File: config.mk
export PLATFORM = sky130hd
export DESIGN_NAME = floor_request_scheduler
export DESIGN_NICKNAME = d
export VERILOG_FILES = /design/src/rtl/floor_request_scheduler.sv
export SDC_FILE = /design/constraint.sdc
export NUM_CORES = 1
export LEC_CHECK = 0
export ABC_AREA = 1
export CORE_ASPECT_RATIO = 1.4
export CORE_MARGIN = 3
export CORE_UTILIZATION = 53
export CTS_CLUSTER_DIAMETER = 60
export DETAILED_ROUTE_END_ITERATION = 12
export PLACE_DENSITY = 0.74
export SLEW_MARGIN = 0
export SYNTH_ARGS = -nofsm -noshare
export SYNTH_HDL_FRONTEND = slang
export SYNTH_SLANG_ARGS = --single-unit
export TNS_END_PERCENT = 30
File: constraint.sdc
create_clock -name clk -period 2.8 [get_ports clk]
set_clock_uncertainty 0.1 [all_clocks]
set_input_delay 0.56 -clock clk [delete_from_list [all_inputs] [get_ports clk]]
set_output_delay 0.56 -clock clk [all_outputs]
set_load 0.02 [all_outputs]
File: src/rtl/floor_request_scheduler.sv
// SCAN floor-request scheduler: synchronizes and debounces call buttons, tracks pending calls and drives the target floor.
// Optional define CALL_CANCEL_EN: re-pressing an already pending floor cancels that call.
module floor_request_scheduler #(
  parameter int unsigned NUM_FLOORS      = 9,
  parameter int unsigned DEBOUNCE_CYCLES = 4,
  parameter int unsigned DWELL_CYCLES    = 8
) (
  input  logic                  clk,
  input  logic                  rst,
  input  logic [NUM_FLOORS-1:0] call_n_i,
  input  logic [3:0]            current_floor_i,
  input  logic                  elev_idle_i,
  output logic [3:0]            requested_floor_o,
  output logic [NUM_FLOORS-1:0] pending_o,
  output logic                  dir_up_o,
  output logic                  arrive_o
);

  localparam int unsigned DB_W = (DEBOUNCE_CYCLES > 1) ? $clog2(DEBOUNCE_CYCLES) : 1;
  localparam int unsigned DW_W = (DWELL_CYCLES > 1) ? $clog2(DWELL_CYCLES) : 1;

  localparam logic [1:0] S_IDLE  = 2'd0;
  localparam logic [1:0] S_UP    = 2'd1;
  localparam logic [1:0] S_DOWN  = 2'd2;
  localparam logic [1:0] S_DWELL = 2'd3;

  logic [NUM_FLOORS-1:0] sync1_q, sync2_q, level_q, level_d, press_c;
  logic [DB_W-1:0]       db_cnt_q [NUM_FLOORS];
  logic [DB_W-1:0]       db_cnt_d [NUM_FLOORS];
  logic [1:0]            state_q, state_d;
  logic [3:0]            req_q, req_d;
  logic [NUM_FLOORS-1:0] pend_q, pend_d;
  logic                  dir_q, dir_d, arrive_q, arrive_d;
  logic [DW_W-1:0]       dwell_q, dwell_d;

  logic                  cur_valid, cur_pend, any_above, any_below;
  logic [NUM_FLOORS-1:0] cur_onehot, ignore_c, eff_press_c;
  logic [3:0]            lo_above, hi_below;

  // Debounce: level follows the synchronized button after DEBOUNCE_CYCLES stable cycles.
  always_comb begin
    level_d = level_q;
    press_c = '0;
    for (int i = 0; i < int'(NUM_FLOORS); i++) begin
      db_cnt_d[i] = '0;
      if (sync2_q[i] != level_q[i]) begin
        if (db_cnt_q[i] == DB_W'(DEBOUNCE_CYCLES - 1)) begin
          level_d[i] = sync2_q[i];
          press_c[i] = sync2_q[i];
        end else begin
          db_cnt_d[i] = db_cnt_q[i] + DB_W'(1);
        end
      end
    end
  end

  // Pending calls relative to the reported floor.
  always_comb begin
    cur_valid  = ({1'b0, current_floor_i} < 5'(NUM_FLOORS));
    cur_onehot = '0;
    cur_pend   = 1'b0;
    any_above  = 1'b0;
    any_below  = 1'b0;
    lo_above   = 4'd0;
    hi_below   = 4'd0;
    for (int i = int'(NUM_FLOORS) - 1; i >= 0; i--) begin
      if (4'(i) == current_floor_i) begin
        cur_onehot[i] = 1'b1;
        cur_pend      = pend_q[i];
      end
      if (pend_q[i] && (4'(i) > current_floor_i)) begin
        any_above = 1'b1;
        lo_above  = 4'(i);
      end
    end
    for (int i = 0; i < int'(NUM_FLOORS); i++) begin
      if (pend_q[i] && (4'(i) < current_floor_i)) begin
        any_below = 1'b1;
        hi_below  = 4'(i);
      end
    end
  end

  // Next state, target and pending update.
  always_comb begin
    state_d     = state_q;
    req_d       = req_q;
    dir_d       = dir_q;
    dwell_d     = dwell_q;
    arrive_d    = 1'b0;
    ignore_c    = '0;
    eff_press_c = '0;
    pend_d      = pend_q;

    if (!cur_valid) begin
      state_d = S_IDLE;
      req_d   = 4'd0;
    end else begin
      case (state_q)
        S_IDLE: begin
          req_d = current_floor_i;
          if (cur_pend) begin
            state_d = S_DWELL;
          end else if (any_above) begin
            state_d = S_UP;
            req_d   = lo_above;
          end else if (any_below) begin
            state_d = S_DOWN;
            req_d   = hi_below;
          end
        end
        S_UP, S_DOWN: begin
          if ((current_floor_i == req_q) && cur_pend) begin
            if (elev_idle_i) begin
              state_d = S_DWELL;
              req_d   = current_floor_i;
            end
          end else if ((state_q == S_UP) ? any_above : !any_below && any_above) begin
            state_d = S_UP;
            req_d   = lo_above;
          end else if (any_below) begin
            state_d = S_DOWN;
            req_d   = hi_below;
          end else begin
            state_d = S_IDLE;
            req_d   = current_floor_i;
          end
        end
        default: begin
          req_d = current_floor_i;
          if (dwell_q == DW_W'(DWELL_CYCLES - 1)) begin
            if (any_above && (dir_q || !any_below)) begin
              state_d = S_UP;
              req_d   = lo_above;
            end else if (any_below) begin
              state_d = S_DOWN;
              req_d   = hi_below;
            end else begin
              state_d = S_IDLE;
            end
          end else begin
            dwell_d = dwell_q + DW_W'(1);
          end
        end
      endcase
    end

    if (state_d == S_UP) begin
      dir_d = 1'b1;
    end else if (state_d == S_DOWN) begin
      dir_d = 1'b0;
    end

    // Door is open at the served floor, so its button is ignored there.
    if ((state_q == S_DWELL) && cur_valid) begin
      ignore_c = cur_onehot;
    end
    eff_press_c = press_c & ~ignore_c;
`ifdef CALL_CANCEL_EN
    pend_d = pend_q ^ eff_press_c;
`else
    pend_d = pend_q | eff_press_c;
`endif
    if ((state_d == S_DWELL) && (state_q != S_DWELL)) begin
      arrive_d = 1'b1;
      dwell_d  = '0;
      pend_d   = pend_d & ~cur_onehot;
    end
  end

  always_ff @(posedge clk) begin
    if (rst) begin
      sync1_q  <= '0;
      sync2_q  <= '0;
      level_q  <= '0;
      for (int i = 0; i < int'(NUM_FLOORS); i++) begin
        db_cnt_q[i] <= '0;
      end
      state_q  <= S_IDLE;
      req_q    <= 4'd0;
      pend_q   <= '0;
      dir_q    <= 1'b1;
      arrive_q <= 1'b0;
      dwell_q  <= '0;
    end else begin
      sync1_q  <= ~call_n_i;
      sync2_q  <= sync1_q;
      level_q  <= level_d;
      for (int i = 0; i < int'(NUM_FLOORS); i++) begin
        db_cnt_q[i] <= db_cnt_d[i];
      end
      state_q  <= state_d;
      req_q    <= req_d;
      pend_q   <= pend_d;
      dir_q    <= dir_d;
      arrive_q <= arrive_d;
      dwell_q  <= dwell_d;
    end
  end

  assign requested_floor_o = req_q;
  assign pending_o         = pend_q;
  assign dir_up_o          = dir_q;
  assign arrive_o          = arrive_q;

endmodule
# [After elaboration in Yosys (flattened, before gate mapping)]
# Memories as Yosys holds them, arrays and structs flattened.
# Cells that the tools add are included.
[op_classes] div_mod_pow=0 shift=0 magnitude_cmp=19 mux=125 reduce_logical=42 n_addsub=10 mul=0 bitwise_logic=18 eq_ne=36
[op_table] cell="4-bit two-way mux" n=24
[op_table] cell="2-bit two-way mux" n=37
[op_table] cell="1-bit two-way mux" n=60
[op_table] cell="9-bit inverter" n=3
[op_table] cell="2-bit == test (second input constant)" n=13
[op_table] cell="1-bit logical AND" n=23
[op_table] cell="2-bit by 1-bit adder with 2-bit output (second input constant)" n=9
[op_table] cell="9-bit AND" n=2
[op_table] cell="9-bit two-way mux" n=2
[op_table] cell="2-bit AND reduction" n=9
[op_table] cell="3-bit by 4-bit == test with 1-bit output (first input constant)" n=4
[op_table] cell="3-bit by 4-bit > comparator with 1-bit output (first input constant)" n=4
[op_table] cell="3-bit by 4-bit < comparator with 1-bit output (first input constant)" n=4
[op_table] cell="1-bit inequality test" n=9
[op_table] cell="1-bit bitwise OR" n=9
[op_table] cell="9-bit bitwise OR" n=1
[op_table] cell="2-bit by 4-bit == test with 1-bit output (first input constant)" n=2
[op_table] cell="1-bit by 4-bit > comparator with 1-bit output (first input constant)" n=2
[op_table] cell="2-bit by 4-bit > comparator with 1-bit output (first input constant)" n=2
[op_table] cell="1-bit by 4-bit < comparator with 1-bit output (first input constant)" n=2
[op_table] cell="2-bit by 4-bit < comparator with 1-bit output (first input constant)" n=2
[op_table] cell="4-bit one-hot mux with 2 select lines" n=1
[op_table] cell="2-bit OR reduction" n=4
[op_table] cell="1-bit by 4-bit == test with 1-bit output (first input constant)" n=1
[op_table] cell="other kinds (18)" n=21
[totals] reg_bits=47 mem_bits_rw=18 inputBits=16 n_memories=1 romBits=0 output_inout_bits=15 latchBits=0
[mem_list] name="db_cnt_q" depth=9 width=2 rd=9 rd_clocked_by_memory_dff=0 write_ports=9 line_no="28" source="logic [DB_W-1:0] db_cnt_q [NUM_FLOORS];"

# [Depth between registers and ports, before layout]
# Gate-level depths: netlist of the first run.
[depth] depth_word=21 depth_mapped=20 ltp_nobuf=18

# [Least setup slack after synthesis of the first run]
# No wires, ideal clock.
[synth_path] path_type="input -> register" start="input current_floor_i[3]" end="register pend_q[7], in the netlist pending_o[7]" slack_ns=0.297 path_buffers=2 t_arrival_ns=2.277 stages=19 setup_time_ns=0.126 path_cell_list="buf_6 -> inv_2 -> nor2_2 -> and2_4 -> nor2_4 -> nand2_2 -> nand2_2 -> nor2_4 -> nand2_4 -> nand2_2 -> nand2_4 -> nand2_2 -> inv_2 -> nand2_1 -> a21oi_2 -> nand2_2 -> nor2_4 -> buf_8 -> a21oi_2"
[synth_via] elab_chain_len=21 elab_cells_between_ends=101 classes_between="19 x order compare; 10 x eq/ne; 41 x mux; 5 x bitwise; 26 x reduce/logical"
[synth_rtl] item="from (decl)" line_no="11" source="input logic [3:0] current_floor_i,"
[synth_rtl] item="1-bit by 4-bit < comparator with 1-bit output" line_no="77" source="if (pend_q[i] && (4'(i) < current_floor_i)) begin"
[synth_rtl] item="1-bit logical AND" line_no="77"
[synth_rtl] item="1-bit two-way mux (9 in a row)" line_no="77"
[synth_rtl] item="1-bit logical NOT" line_no="118, 132"
[synth_rtl] item="1-bit logical AND or 1-bit logical OR (tied branches)" line_no="118, 132"
[synth_rtl] item="1-bit two-way mux or 1-bit logical AND (tied branches)" line_no="118, 132"
[synth_rtl] item="2-bit two-way mux (on tied branches)" line_no="118, 132"
[synth_rtl] item="2-bit two-way mux (on tied branches)" line_no="113, 131"
[synth_rtl] item="2-bit one-hot mux with 2 select lines" line_no="99" source="case (state_q)"
[synth_rtl] item="2-bit two-way mux" line_no="95" source="if (!cur_valid) begin"
[synth_rtl] item="2-bit == test" line_no="164" source="if ((state_d == S_DWELL) && (state_q != S_DWELL)) begin"
[synth_rtl] item="1-bit logical AND" line_no="164"
[synth_rtl] item="9-bit two-way mux (*)" line_no="164"
[synth_rtl] item="to (signal assigned)" line_no="194" source="pend_q <= pend_d;"
[synth_rtl] item="to (decl)" line_no="32" source="logic [NUM_FLOORS-1:0] pend_q, pend_d;"
# Mark *: on every way between the ends. The rest lies on a longest branch, timed or not.
# A chain may end at the register's enable or synchronous reset.

# [Final worst setup path of the first run]
[layout_path] start="input current_floor_i[2]" end="register pend_q[0], in the netlist pending_o[0]"
# The elaborated chain is that of the path after synthesis.

==> impl_metrics.py, run 1 <==
metrics = {
    "run_status": {
        "status": "complete, no violations",
    },
    "global_route": {
        "grt_pass1_vias": 3351,
        "grt.overflow.total": 0,
        "grt_pass1_wl_mm": 15.0,
        "grt_usage_pct": 25.4,
        "antenna_found_initial": 0,
        "grt_max_degree": 35,
    },
    "die": {
        "start_util_pct": 55.7,
        "die_w_um": 75.2,
        "core_area_um2": 6380,
        "ios": 31,
        "die_h_um": 103,
        "rows": 34,
        "dieArea_um2": 7740,
    },
    "worst_setup_path": {
        "worstPathRequired_ns": 2.93,
        "path_cells": "dlygate4sd2_1 > inv_2 > nor2_8 > nand2_1 > nand3_1 > nand2_1 > nor2_2 > nand2_4 > nand2_4 > nand2_4 > nand2_1 > nand3_1 > nand2_1 > nand3_2 > nor2_4 > clkbuf_16 > a21oi_2",
        "cp_slowest_stage_delay_ns": 0.33,
        "cp_slowest_cell": "dlygate4sd2_1",
        "path_class": "input pin to flop",
        "arrival_ns": 2.71,
        "critPathLaunchType": "input pin",
        "cpLargestDelayFamily": "simple AND/OR/NAND/NOR gates",
        "path_buf_inv": 3,
        "crit_fanout": 7,
        "cp_common_cell": "nand2_1",
        "crit_path_end_kind": "flop",
    },
    "clock_tree": {
        "root_buffer": "clkbuf_8",
        "clk_path_buf_depth": 2,
        "clk_latency_ns": 0.34,
        "clkTransAtPathRegs_ns": 0.08,
        "cts_tree": "built",
        "cts.sinks": 65,
        "cts_hold_buf": 0,
        "cts_buffers": 9,
        "ctsHtreeMaxLevel": 3,
    },
    "sta": {
        "worstMarginPinSlew_ns": 0.750,
        "fmax_mhz": 387,
        "slew_headroom_pct": 49.9,
        "whs_ns": 0.300,
        "fin_crit_sh_pct": 92.2,
        "min_period_ns": 2.58,
        "hold_viol": 0,
        "drv_slew": 0,
        "rsz0062_at_grt": "false",
        "totalNegativeSetupSlack_ns": 0,
        "setup_viol": 0,
    },
    "route": {
        "drt_iter0_drc": 146,
        "drt-met1-wl_mm": 3.66,
        "first_pass_iters": 6,
        "drt_wl_total_mm": 9.55,
        "routed.top_layer": "met4",
        "num_vias": 3527,
        "ant_nets": 0,
        "routed_via_density": 5.27,
        "wl_per_cell_um": 14.3,
        "wl_met2_mm": 5.11,
        "met3WireLength_um": 392,
        "drc": 0,
    },
    "placement": {
        "place_inst": 648,
        "port_buffers": 30,
        "place_area_um2": 4400,
        "dp_hpwl_mm": 6.96,
        "gp_congestion": 0.996,
    },
    "yosys": {
        "yosysSeqAreaShare_pct": 36.6,
        "syn_avg_cell_area_um2": 7.27,
        "synth_fp_nets": 519,
        "synth_top_area_share_pct": 36.6,
        "ys_warn_count": 0,
        "synthesis.area_um2": 3560,
        "yosysTopAreaCell": "dfxtp_1",
        "synth-seq-cells": 65,
        "ys_types": 37,
        "synth_top_cells_by_area": "dfxtp_1 (37%), nand2_1 (10%), nand3_1 (6.5%)",
        "netlist_instances": 489,
    },
    "worst_hold_path": {
        "hold_class": "flop to flop",
    },
    "cells_and_area": {
        "drive_above_1_share_pct": 25.6,
        "ff_latch_area_um2": 1300,
        "diodes": 0,
        "design_area_um2": 4750,
        "nFillCells": 490,
        "area_growth_pct": 33.7,
        "finalNetCount": 622,
        "mostFrequentLayoutCells": "nand2_1 (92), buf_4 (69), dfxtp_1 (65)",
        "final_cells": 669,
        "final_common_cell": "nand2_1",
        "multi_input_area_um2": 1990,
    },
    "job": {
        "drv_cap": 0,
    },
    "power": {
        "leakagePower_nw": 2.32,
        "ir_drop_uv": 523,
        "p_per_area_nw_per_um2": 448,
        "p_total_mw": 2.13,
    },
}
-- per-stage QoR --
step / setup WS (ns) / util (%)
after floorplan: 0.297 / -
after global placement: -0.279 / 68.9
after detailed placement: -0.326 / 68.9
after CTS: 0.00926 / 72.5
after global routing: 0.0285 / 74.5
final: 0.219 / 74.5
-- report_power, final --
part	total, mW	switching [mW]	leakage, nW	internal (mW)
Clock	0.917	0.381	0.118	0.536
Sequential	0.962	0.0144	0.529	0.947
Combinational	0.253	0.139	1.67	0.114
-- layout make-up --
| cell class | instances | share of cell area, % |
|---|---|---|
| Inverter | 67 | 5.39 |
| Clock inverter | 6 | 2.00 |
| Timing Repair Buffer | 103 | 18.7 |
| Tap cell | 72 | 1.89 |
| Multi-Input combinational cell | 346 | 41.8 |
| Clock buffer | 10 | 2.89 |
| Sequential cell | 65 | 27.4 |
-- path summary, 6_finish.rpt --
kind                      startpoint           end  slack (ns)  cells after the start
setup / recovery  current_floor_i[2]  pending_o[0]        0.22                     17
hold / removal            sync1_q[8]    sync2_q[8]        0.30                      2
setup reg to reg        pending_o[2]  pending_o[0]        0.59                     16
hold reg to reg           sync1_q[8]    sync2_q[8]        0.30                      2
-- logic make-up (layout without fill, tap and decap cells) --
kind of cell               Yosys count  after routing  share of synthesized area, %
muxes                                2              2                         0.563
xor gates and xnor gates            14             14                          3.45
buffers and inverters               78            186                          9.15
AOI/OAI and AO/OA                   72             72                          12.2
adders and majority gates           14             14                          4.92
DFF                                 65             65                          36.6
and+or+nand+nor                    244            244                          33.1
-- registers in the layout, summed over array words and instances (netlist names) --
| signal | flops |
|---|---|
| dwell_q | 3 |
| pending_o | 9 |
| dir_up_o | 1 |
| sync2_q | 9 |
| level_q | 9 |
| sync1_q | 9 |
| requested_floor_o | 4 |
| state_q | 2 |
| arrive_o | 1 |
| db_cnt_q | 18 |
-- cell usage after synthesis, drive strengths merged --
library cell  instances
a21oi                27
nand4                 4
inv                  67
o31ai                 2
o211ai                8
buf                   4
clkbuf                7
nor3                  6
dfxtp                65
xnor2                 3
ha                   14
nand2               112
a31o                  1
o21ai                31
nand3b                1
or2                   1
and2                  1
a31oi                 1
o21bai                1
xor2                 11
nand3                49
mux2i                 2
nor2                 70
o2111ai               1
-- per-layer routing --
metal / GRT usage (%) / vias up
met3: 3.71 / 33
met4: 13.2 / 0
met1: 27.7 / 1609
met5: 0 / -
li1: - / 1778
met2: 46.2 / 107
-- timing repair --
| action | 4_1_cts | 5_1_grt |
|---|---|---|
| gates resized for setup | 2 | 23 |
| setup endpoints to repair | 2 | 18 |
| pin swaps | 0 | 12 |
| gates cloned | 0 | 1 |
| buffers inserted | 0 | 4 |
-- worst register-to-register path, cell delays in order, from the launching register on --
cell and delay, ns:
dfxtp_1 0.42, inv_1 0.11, nor2_1 0.24, a21oi_4 0.06, nand2_2 0.10, nor2_4 0.05, nand2_4 0.11, nand2_2 0.09
nand2_4 0.08, nand2_2 0.06, inv_2 0.06, nand2_1 0.05, a21oi_2 0.12, nand2_2 0.08, nor2_4 0.15, clkbuf_16 0.18
a21oi_2 0.05
(Power assumes the default switching activity.)
==> run 2, diff against run 1 <==
Settings changed: PLACE_DENSITY 0.74 to not set, PLACE_DENSITY_LB_ADDON set to 0.08.
Clock period 2.8 ns to 2.7 ns, I/O delays scaled along.
==> run 2 against run 1 <==
Against the previous run: via count down 0.31%; worst hold slack improved by 0.0028 ns; sequential cell count unchanged; core utilization grew 0.61 points; register-to-register slack worse by 0.09 ns; die area unchanged; count of clock-buffer cells in the layout stayed put; power up 3.0%; combinational power is 7% higher; critical endpoint is now dwell_q[0]; largest cell class unchanged; highest routed layer unchanged.
==> impl_metrics.py, run 2 (synthesis gave the netlist of run 1 again) <==
metrics = {
    "run_status": {
        "status": "complete, no violations",
    },
    "sta": {
        "setup_viol": 0,
        "rsz0062_at_grt": "true",
        "slew_headroom_pct": 67.0,
        "min_period_ns": 2.56,
        "worstMarginPinSlew_ns": 0.494,
        "hold_viol": 0,
        "drv_slew": 0,
        "fmax_mhz": 390,
        "totalNegativeSetupSlack_ns": 0,
        "fin_crit_sh_pct": 94.9,
        "whs_ns": 0.303,
    },
    "clock_tree": {
        "clkTransAtPathRegs_ns": 0.07,
        "cts.sinks": 65,
        "clk_latency_ns": 0.34,
        "root_buffer": "clkbuf_8",
        "ctsHtreeMaxLevel": 3,
        "cts_tree": "built",
        "cts_buffers": 9,
        "cts_hold_buf": 0,
        "clk_path_buf_depth": 2,
    },
    "worst_hold_path": {
        "hold_class": "flop to flop",
    },
    "route": {
        "ant_nets": 0,
        "first_pass_iters": 4,
        "drc": 0,
        "drt_wl_total_mm": 9.52,
        "routed_via_density": 5.25,
        "drt_iter0_drc": 122,
        "wl_per_cell_um": 14.2,
        "num_vias": 3516,
    },
    "die": {
        "rows": 34,
        "dieArea_um2": 7740,
        "ios": 31,
        "core_area_um2": 6380,
        "die_h_um": 103,
        "die_w_um": 75.2,
        "start_util_pct": 55.7,
    },
    "worst_setup_path": {
        "crit_fanout": 7,
        "path_class": "input pin to flop",
        "arrival_ns": 2.69,
        "critPathLaunchType": "input pin",
        "r2r_setup_slack_ns": 0.50,
        "crit_path_end_kind": "flop",
        "worstPathRequired_ns": 2.83,
    },
    "global_route": {
        "grt_max_degree": 24,
        "grt_pass1_wl_mm": 15.2,
        "antenna_found_initial": 0,
        "grt_pass1_vias": 3416,
        "grt_usage_pct": 25.7,
        "grt.overflow.total": 0,
    },
    "placement": {
        "place_area_um2": 4400,
        "dp_hpwl_mm": 7.09,
        "port_buffers": 30,
        "gp_congestion": 0.980,
    },
    "cells_and_area": {
        "diodes": 0,
        "largest_reg_flops": 18,
        "design_area_um2": 4790,
        "drive_above_1_share_pct": 27.3,
        "post-route-util_pct": 75.1,
        "area_growth_pct": 34.8,
        "final_common_cell": "nand2_1",
        "finalNetCount": 623,
        "top_register": "db_cnt_q",
        "nFillCells": 495,
        "mostFrequentLayoutCells": "nand2_1 (85), buf_4 (71), dfxtp_1 (65)",
    },
    "power": {
        "leakagePower_nw": 2.31,
        "ir_drop_uv": 505,
        "p_per_area_nw_per_um2": 458,
    },
    "job": {
        "drv_cap": 0,
    },
}
run 2: power by group:
part	leakage [nW]	total, mW	switching [mW]	internal, mW
Clock	0.113	0.928	0.381	0.548
Combinational	1.67	0.270	0.150	0.120
Sequential	0.529	0.997	0.0147	0.983
run 2: through the flow:
| stage | power, mW | setup WS (ns) | instances |
|---|---|---|---|
| floorplan | 1.16 | 0.217 | 489 |
| global placement | 1.27 | -0.389 | 648 |
| detailed placement | 1.27 | -0.454 | 648 |
| CTS | 2.21 | 0.0319 | 664 |
| global route | 2.28 | -0.0214 | 670 |
| finish | 2.20 | 0.137 | 670 |
run 2: repair_timing:
item,CTS,global route
setup buffers,0,5
setup endpoints to repair,18,19
resized for setup,7,31
endpoints found under the hold margin,0,0
pin swaps,2,21
cloned,0,1
run 2: final cells by class:
cell class,instances,area [um^2],share of cell area (%)
Multi-Input combinational cell,346,2030,42.4
Sequential cell,65,1300,27.1
Timing Repair Buffer,104,885,18.5
Inverter,67,256,5.35
Clock buffer,10,138,2.87
Clock inverter,6,90.1,1.88
Tap cell,72,90.1,1.88
run 2: critical path, stage by stage:
cell,delay [ns]
dlygate4sd2_1,0.32
inv_2,0.16
nand2_2,0.13
nand2_4,0.07
nand3_4,0.10
nand2_4,0.06
nor2_4,0.15
nand2_4,0.08
nor2_8,0.13
inv_4,0.06
nand2_4,0.09
nand2_4,0.06
inv_2,0.05
nand2_1,0.05
a21oi_2,0.15
nand2_2,0.08
nor2_4,0.17
clkbuf_16,0.18
nor3_1,0.04
run 2: final timing paths:
| path | from | end | cells after the start |
|---|---|---|---|
| worst max register to register | pending_o[2] | dwell_q[0] | 16 |
| worst min register to register | sync1_q[7] | sync2_q[7] | 2 |
| worst min-delay path | sync1_q[7] | sync2_q[7] | 2 |
| worst max-delay path | current_floor_i[1] | dwell_q[0] | 19 |
run 2: metal layers:
metal  GRT usage (%)  up-vias  wire [um]
li1                -     1780          -
met1            27.3     1635       3670
met2            48.1       74       5190
met3            4.20       27        303
met4            11.7        0        364
met5               0        -          0
==> run 3, diff against run 2 <==
Settings changed: PLACE_DENSITY_LB_ADDON 0.08 to 0.12.
==> run 3 against run 2 <==
Against the previous run: cell count decreased by 0.45%; via count rose by 0.94%; non-clock buffer count shrank 3; routed wire length is 2.2% higher; sequential cell count did not move; design area fell by 2.0%; fmax is 2.5% higher; register-to-register slack better by 0.08 ns; die area did not move; critical path depth unchanged; setup slack better by 0.062 ns; combinational power decreased by 2%; largest power group unchanged; highest routed layer unchanged.
==> impl_metrics.py, run 3 (synthesis gave the netlist of run 1 again) <==
metrics = {
    "power": {
        "p_per_area_nw_per_um2": 463,
        "pwr-share-clk_pct": 42.0,
        "seq_power_share_pct": 45.9,
        "leakagePower_nw": 2.29,
        "ir_drop_uv": 428,
        "intPower_mw": 1.62,
        "p_total_mw": 2.18,
        "p_sw_share_pct": 25.5,
        "combPwrFrac_pct": 12.2,
        "p_sw_mw": 0.555,
    },
    "clock_tree": {
        "clk_path_buf_depth": 2,
        "clkTransAtPathRegs_ns": 0.07,
        "root_buffer": "clkbuf_8",
        "cts_tree": "built",
        "cts.sinks": 65,
        "cts_buffers": 9,
        "ctsHtreeMaxLevel": 3,
        "clk_latency_ns": 0.35,
    },
    "route": {
        "drt_wl_total_mm": 9.74,
        "first_pass_iters": 5,
        "drc": 0,
        "num_vias": 3549,
        "wl_per_cell_um": 14.6,
        "routed_via_density": 5.32,
        "ant_nets": 0,
        "drt_iter0_drc": 151,
    },
    "job": {
        "drv_cap": 0,
    },
    "sta": {
        "worstMarginPinSlew_ns": 0.454,
        "hold_viol": 0,
        "drv_slew": 0,
        "rsz0062_at_grt": "false",
        "whs_ns": 0.312,
        "min_period_ns": 2.50,
        "fmax_mhz": 400,
        "totalNegativeSetupSlack_ns": 0,
        "fin_crit_sh_pct": 92.6,
        "setup_viol": 0,
        "slew_headroom_pct": 69.7,
    },
    "die": {
        "core_area_um2": 6380,
        "ios": 31,
        "dieArea_um2": 7740,
        "die_h_um": 103,
        "rows": 34,
        "start_util_pct": 55.7,
        "die_w_um": 75.2,
    },
    "worst_setup_path": {
        "crit_path_end_kind": "flop",
        "arrival_ns": 2.62,
        "r2r-end": "dwell_q[0]",
        "critPathLaunchType": "input pin",
        "reg2regPathDepth": 16,
        "crit_fanout": 12,
        "r2r_setup_slack_ns": 0.58,
        "path_class": "input pin to flop",
        "rr_startpoint": "pending_o[2]",
        "worstPathRequired_ns": 2.82,
    },
    "placement": {
        "gp_congestion": 1.02,
        "dp_hpwl_mm": 7.31,
        "port_buffers": 30,
    },
    "global_route": {
        "grt_pass1_vias": 3536,
        "grt.overflow.total": 0,
        "grt_pass1_wl_mm": 16.0,
        "grt_usage_pct": 27.4,
        "antenna_found_initial": 0,
        "grt_max_degree": 33,
    },
    "worst_hold_path": {
        "worstHoldEndpoint": "sync2_q[2]",
        "hold-path-cell-count": 2,
        "hold_class": "flop to flop",
        "hp-start": "sync1_q[2]",
    },
    "cells_and_area": {
        "area_growth_pct": 32.0,
        "nFillCells": 523,
        "final_common_cell": "nand2_1",
        "top_register": "db_cnt_q",
        "ff_latch_area_um2": 1300,
        "diodes": 0,
        "mostFrequentLayoutCells": "nand2_1 (94), buf_4 (69), dfxtp_1 (65)",
        "multi_input_area_um2": 1970,
        "largest_reg_flops": 18,
        "finalNetCount": 620,
        "drive_above_1_share_pct": 24.2,
    },
    "run_status": {
        "status": "complete, no violations",
    },
}
## run 3: changes by cell type in the layout (fill, tap and decap cells not counted), moves of 2 or more
cell and change:
nand3_1 +2, nand3_4 -2, o21ai_1 +2, dlymetal6s2s_1 +2
buf_4 -2, nand2_1 +9, nand2_2 -6, clkinv_4 +2
nand2_4 -3
## run 3: timing repair
item,CTS,global route
pin swaps,1,2
setup endpoints to repair,13,20
gates resized for setup,4,16
hold buffers,0,0
buffers inserted,0,2
## run 3: routing by layer
metal  vias to the layer above  track usage, %  routed length [um]
met3                        37            6.24                 448
met1                      1625            28.6                3750
met5                         -               0                   0
met2                       112            50.1                5110
met4                         0            13.9                 428
li1                       1775               -                   -
## run 3: final cells by class
type	count	area share [%]
tap	72	1.92
sequential	65	27.7
multi-input combinational	346	42.0
clock buffer	10	2.72
timing repair buffer	101	18.2
inverter	67	5.51
clock inverter	6	1.97
## run 3: critical path: stages
cell,delay [ns]
dlygate4sd2_1,0.31
inv_2,0.09
nor2_8,0.18
nand2_2,0.10
inv_1,0.09
o21ai_1,0.09
nand2_1,0.15
nor2_4,0.06
nand2_4,0.12
nand2_2,0.08
nand2_4,0.08
nand2_2,0.07
inv_2,0.05
nand2_1,0.05
a21oi_2,0.12
nand2_2,0.10
nor2_4,0.13
buf_12,0.15
nor3_1,0.05
## run 3: power by group through the flow
| stage | clock, mW | sequential, mW | combinational, mW |
|---|---|---|---|
| 2_1_floorplan | 0 | 1.02 | 0.138 |
| 4_1_cts | 0.925 | 0.998 | 0.260 |
| 6_report | 0.913 | 0.998 | 0.265 |
| 5_1_grt | 0.960 | 1.00 | 0.291 |
| 3_3_place_gp | 0 | 1.02 | 0.253 |
| 3_5_place_dp | 0 | 1.02 | 0.256 |
## run 3: worst max path at each step
stage                       start           end  slack [ns]  cells after the start
4_1_cts        current_floor_i[3]      dir_up_o        0.02                     17
3_5_place_dp   current_floor_i[3]    dwell_q[0]       -0.39                     16
6_report       current_floor_i[2]    dwell_q[0]        0.20                     19
2_1_floorplan  current_floor_i[3]  pending_o[7]        0.22                     19
3_3_place_gp   current_floor_i[3]  pending_o[7]       -0.37                     18
5_1_grt        current_floor_i[2]      dir_up_o        0.03                     17
## run 3: metrics by stage
step           area (um^2)  util, %  worst slack, ns  std cells
2_1_floorplan         3560        -            0.217        489
3_3_place_gp          4410     69.1           -0.368        649
3_5_place_dp          4410     69.1           -0.390        649
4_1_cts               4640     72.8           0.0156        665
5_1_grt               4700     73.6           0.0335        667
6_report              4700     73.6            0.200        667
